--- config.mk ---
export PLATFORM = sky130hd
export DESIGN_NAME = clock_time_ctrl
export DESIGN_NICKNAME = d
export VERILOG_FILES = /design/src/rtl/clock_time_ctrl.sv
export SDC_FILE = /design/constraint.sdc
export NUM_CORES = 1
export LEC_CHECK = 0
export ABC_CLOCK_PERIOD_IN_PS = 3500
export CELL_PAD_IN_SITES_DETAIL_PLACEMENT = 1
export CELL_PAD_IN_SITES_GLOBAL_PLACEMENT = 1
export CORE_UTILIZATION = 40
export CTS_BUF_LIST = sky130_fd_sc_hd__clkbuf_2 sky130_fd_sc_hd__clkbuf_4 sky130_fd_sc_hd__clkbuf_8
export DETAILED_ROUTE_END_ITERATION = 8
export HOLD_SLACK_MARGIN = 0.12
export PLACE_DENSITY = 0.74
export SLEW_MARGIN = 20
export SYNTH_ARGS = -nofsm -noshare
export SYNTH_HDL_FRONTEND = slang
export SYNTH_SLANG_ARGS = --single-unit
--- constraint.sdc ---
create_clock -name CLK_50M -period 3.5 [get_ports CLK_50M]
set_clock_uncertainty 0.15 [all_clocks]
set_input_delay 0.875 -clock CLK_50M [delete_from_list [all_inputs] [get_ports CLK_50M]]
set_output_delay 0.875 -clock CLK_50M [all_outputs]
set_load 0.01 [all_outputs]
--- src/rtl/clock_time_ctrl.sv ---
// clock_time_ctrl: HH:MM:SS timekeeper with key-driven set mode.
// Emits BCD digits and a per-digit blink mask for the display scanner.
module clock_time_ctrl #(
    parameter int CLK_FREQ   = 50_000_000,
    parameter int BLINK_HALF = 12_500_000
) (
    input  logic       CLK_50M,
    input  logic       RST_N,
    input  logic       key_mode,
    input  logic       key_inc,
    output logic [3:0] hours2_data,
    output logic [3:0] hours1_data,
    output logic [3:0] minutes2_data,
    output logic [3:0] minutes1_data,
    output logic [3:0] seconds2_data,
    output logic [3:0] seconds1_data,
    output logic [5:0] blink_mask,
    output logic [1:0] mode
);

    localparam logic [1:0] RUN      = 2'd0;
    localparam logic [1:0] SET_HOUR = 2'd1;
    localparam logic [1:0] SET_MIN  = 2'd2;
    localparam logic [1:0] SET_SEC  = 2'd3;

    localparam int TW = (CLK_FREQ > 1) ? $clog2(CLK_FREQ) : 1;
    localparam int BW = (BLINK_HALF > 1) ? $clog2(BLINK_HALF) : 1;
    localparam logic [TW-1:0] TICK_LAST  = TW'(CLK_FREQ - 1);
    localparam logic [BW-1:0] BLINK_LAST = BW'(BLINK_HALF - 1);

    logic [7:0]    hh;
    logic [7:0]    mm;
    logic [7:0]    ss;
    logic [TW-1:0] tick_cnt;
    logic          sec_tick;
    logic          in_set;
    logic          inc_ok;
    logic [1:0]    mode_n;
    logic [BW-1:0] blink_cnt;
    logic [BW-1:0] blink_cnt_n;
    logic          phase;
    logic          phase_n;
    logic [5:0]    mask_n;

    // Two-digit BCD increment that wraps to 00 after `last`.
    function automatic logic [7:0] bcd_inc(input logic [7:0] v,
                                           input logic [7:0] last);
        logic [7:0] r;
        if (v == last)
            r = 8'h00;
        else if (v[3:0] == 4'd9)
            r = {v[7:4] + 4'd1, 4'd0};
        else
            r = {v[7:4], v[3:0] + 4'd1};
        return r;
    endfunction

    assign in_set   = (mode != RUN);
    assign sec_tick = !in_set && (tick_cnt == TICK_LAST);
    // A mode change swallows a coincident increment.
    assign inc_ok   = in_set && key_inc && !key_mode;
    assign mode_n   = key_mode ? mode + 2'd1 : mode;

    assign hours2_data   = hh[7:4];
    assign hours1_data   = hh[3:0];
    assign minutes2_data = mm[7:4];
    assign minutes1_data = mm[3:0];
    assign seconds2_data = ss[7:4];
    assign seconds1_data = ss[3:0];

    // Second prescaler: free-runs only in RUN, parked at 0 while setting.
    always_ff @(posedge CLK_50M or negedge RST_N) begin
        if (!RST_N)
            tick_cnt <= '0;
        else if (in_set || sec_tick)
            tick_cnt <= '0;
        else
            tick_cnt <= tick_cnt + TW'(1);
    end

    // Mode sequencer: RUN -> HOUR -> MIN -> SEC -> RUN on each mode key.
    always_ff @(posedge CLK_50M or negedge RST_N) begin
        if (!RST_N)
            mode <= RUN;
        else
            mode <= mode_n;
    end

    // Time registers: carry chain on tick, single-field edit in set mode.
    always_ff @(posedge CLK_50M or negedge RST_N) begin
        if (!RST_N) begin
            hh <= 8'h00;
            mm <= 8'h00;
            ss <= 8'h00;
        end else if (sec_tick) begin
            ss <= bcd_inc(ss, 8'h59);
            if (ss == 8'h59) begin
                mm <= bcd_inc(mm, 8'h59);
                if (mm == 8'h59)
                    hh <= bcd_inc(hh, 8'h23);
            end
        end else if (inc_ok) begin
            case (mode)
                SET_HOUR: hh <= bcd_inc(hh, 8'h23);
                SET_MIN:  mm <= bcd_inc(mm, 8'h59);
                SET_SEC:  ss <= bcd_inc(ss, 8'h59);
                default:  ;
            endcase
        end
    end

    // Blink timing; restarts on mode change or edit so the field shows at once.
    always_comb begin
        blink_cnt_n = blink_cnt;
        phase_n     = phase;
        mask_n      = 6'b000000;
        if (key_mode || !in_set || inc_ok) begin
            blink_cnt_n = '0;
            phase_n     = 1'b0;
        end else if (blink_cnt == BLINK_LAST) begin
            blink_cnt_n = '0;
            phase_n     = !phase;
        end else begin
            blink_cnt_n = blink_cnt + BW'(1);
        end
        if (phase_n) begin
            case (mode_n)
                SET_HOUR: mask_n = 6'b000011;
                SET_MIN:  mask_n = 6'b001100;
                SET_SEC:  mask_n = 6'b110000;
                default:  mask_n = 6'b000000;
            endcase
        end
    end

    // Blink state and registered mask, aligned with the new mode.
    always_ff @(posedge CLK_50M or negedge RST_N) begin
        if (!RST_N) begin
            blink_cnt  <= '0;
            phase      <= 1'b0;
            blink_mask <= 6'b000000;
        end else begin
            blink_cnt  <= blink_cnt_n;
            phase      <= phase_n;
            blink_mask <= mask_n;
        end
    end

endmodule

==> impl_results.md <==
* Layout cells sized above 1 at 7.40%
* Routed wire length at 9.31 mm
* Post-CTS Setup Inserts at 0
* Post-synthesis cell count at 435
* Worst-path cell chain: or4b_1, or4_4, or4_1, a21boi_2, mux2_2
* Placed instance area at 0.00470 mm^2
* Main flop type after synthesis: dfrtp_1
* Clk sinks at 80
* FMAX at 335 MHz
* Yosys reg bits at 80
* Largest net degree at the start of global routing at 81
* Core Area at 0.0103 mm^2
* Hold depth at 1
* Clock root cell: clkbuf_8
* Global-route wire length before repair at 16.3 mm
* Die width at 105 um
* Starting Density at 41.1%
* Status: completed
* 1st-iter DRT viols at 107
* Area occupied by multi-input gates at 0.00208 mm^2
* Setup Viol. Count Final at 0
* Total track usage at 18.5%
* Pwr Density at 540 mW/mm^2
* First-pass DRT Iterations at 4
* CTS hold repair buffers at 0
* DP HPWL at 6.56 mm
* Worst Path Arrival at 3070 ps
* CP max FO at 7
* Tcrit/Tclk final at 85.2%
* Data required time of the worst path at 3590 ps
* Switching Fraction at 35.2%
* Peak VDD IR at 0.266 mV
* Min Hold Slack at 312 ps
* Maximum clock path buffer count at 2
* Hold wc startpoint: blink_cnt[0]$_DFF_PN0_
* FILL cells at 1168
* Slowest CP cell: or4_1
* DIE AREA at 0.0110 mm^2
* I/O Buffers at 35
* Largest family of logic cells by synthesized area: simple AND/OR/NAND/NOR gates
* Synth Area in Simple Gates at 25.0%
* Worst r2r dst: mm[4]$_DFFE_PN0P_
* Clk Latency, worst-skew pair at 350 ps
* Final Hold Fails at 0
* Commonest non-fill, non-tap cell in the layout: dfrtp_1
* Setup crit start kind: register
* # nets final at 491
* Post-synthesis async set-or-reset flop share at 100%
* Die H at 105 um
* Mapped Area at 0.00423 mm^2
* Via density at 5.28
* Num ports at 36
* Number of global-route vias before repair at 3308
* CTS clk-pin slew, worst paths at 80 ps
* # diodes at 0
* Min-Delay Endpoint: blink_cnt[0]$_DFF_PN0_
* CP Capture Type: register
* Net Count, Synth at 457
* Yosys Warn Count at 0
* Post-synthesis mux area share at 2.90%
* CTS Buf Count at 9
* Critical Path Max Stage Delay at 700 ps
* R2R depth at 5
* Syn avg cell area at 9.72 um^2
* Register Area at 0.00200 mm^2
* Netlist cell types at 52
* Final instance area at 0.00487 mm^2
* Synth Area in Adders at 5.33%
* Htree depth at 3
* Placement Rows at 37
* RSZ-0062 raised after global routing: false
* Most frequent cells in the layout: dfrtp_1, nor2_1, clkdlybuf4s50_1, nand2_1, xnor2_1
* Number of max-cap violations at 0
* R2R Setup Slk at 520 ps
* Post-synthesis compound-gate area fraction at 5.68%
* Reg power frac at 46.2%
* CTS tree: done
* Max_slew headroom at 50.0%
* Number of synthesized flops with an enable pin at 0
* Layout area overhead at 15.1%
* TNS Setup at 0 ps
* Initial antenna violation count at 0
* Worst r2r src: tick_cnt[18]$_DFF_PN0_
* Placer Congestion at 0.765
* Crit path time final at 2980 ps
* Sequential area share after synthesis at 47.3%
* CTS resizes at 0
* Synth Area in XOR/XNOR at 10.1%
* Leak Pwr at 1.96 nW
* Max-slew violation count at 0
* Routed WL per cell at 15.3 um
* Critical path class: register to register
* Total grt overflow at 0
* ANT nets after route at 0
* Remaining routing DRC violations at 0
* Internal power at 1.70 mW
* Slew @ Worst Pin at 750 ps
* HP Class: register to register
* Clock power share at 22.8%
* Comb pwr share at 31.0%
* Vias at 3218
* NetSw at 0.925 mW
## worst max-delay path: cells and delay by family (launching register included)
family,cells,cell delay [ps]
and+or+nand+nor,3,1690
muxes,1,350
DFF,1,440
AOI/OAI and AO/OA,1,250
## layout make-up
| class | count | share of cell area (%) |
|---|---|---|
| clock inverters | 4 | 0.462 |
| flip-flops and latches | 80 | 41.1 |
| repair buffers | 38 | 7.68 |
| inverters | 22 | 1.70 |
| well taps | 136 | 3.49 |
| multi-input cells | 318 | 42.7 |
| clock buffers | 11 | 2.85 |
## state kept, by name (all words and copies together) (netlist names)
signal      flops
hh              8
tick_cnt       26
mode            2
mm              8
ss              8
blink_cnt      24
blink_mask      3
phase           1
## cell families after synthesis
kind of cell,after synthesis
AO/OA/AOI/OAI,35
AND/OR/NAND/NOR,205
multiplexers,11
adder cells (fa/ha/maj),18
buffers and inverters,37
flip-flops,80
XOR/XNOR,49
## routing by layer
metal  global-route usage [%]  vias to the layer above  share of wire, %
met2                     30.3                       33                48
met4                     6.34                        0               1.3
met5                        0                        -                 0
li1                         -                     1558                 -
met3                     3.37                        8               1.9
met1                     24.5                     1619                49
## worst max path at each step
stage / startpoint / endpoint / depth (start not counted)
global placement: tick_cnt[18]$_DFF_PN0_ / mm[5]$_DFFE_PN0P_ / 5
finish: tick_cnt[18]$_DFF_PN0_ / mm[4]$_DFFE_PN0P_ / 5
global route: tick_cnt[18]$_DFF_PN0_ / mm[2]$_DFFE_PN0P_ / 5
floorplan: tick_cnt[18]$_DFF_PN0_ / hh[2]$_DFFE_PN0P_ / 6
detailed placement: key_mode / ss[7]$_DFFE_PN0P_ / 6
CTS: tick_cnt[18]$_DFF_PN0_ / mm[5]$_DFFE_PN0P_ / 5
## power by group through the flow
stage | Sequential (mW) | Clock [mW] | Combinational [mW]
6_report | 1.21 | 0.599 | 0.814
5_1_grt | 1.24 | 0.659 | 0.916
4_1_cts | 1.22 | 0.619 | 0.827
3_5_place_dp | 1.24 | 0 | 0.823
3_3_place_gp | 1.22 | 0 | 0.798
2_1_floorplan | 1.24 | 0 | 0.418
## metrics by stage
step	util, %	std cells	total power [mW]	worst slack (ps)
after floorplan	-	435	1.66	689
after global placement	45.8	594	2.02	548
after detailed placement	45.8	594	2.06	471
after CTS	47.3	609	2.66	507
after global routing	47.4	609	2.82	395
final	47.4	609	2.63	517
## Yosys cell counts, drive strengths merged, types with 4 or more instances
cell type  count  area share [%]
dfrtp         80              47
nor2          69             6.1
nand2         32             2.8
xnor2         30             6.2
inv           22             2.0
nand3         20             2.4
xor2          19             3.9
ha            18             5.3
nand4         18             2.7
nor4          12             1.8
clkbuf        10            0.92
mux2          10             2.7
nor3           9             1.1
a21oi          7            0.83
and4           7             1.4
o21ai          7            0.83
and2           6            0.89
buf            5            0.74
nor2b          5            0.74
a21boi         4            0.80
and3b          4            0.83
o31ai          4            0.71
(Power assumes the default switching activity.)
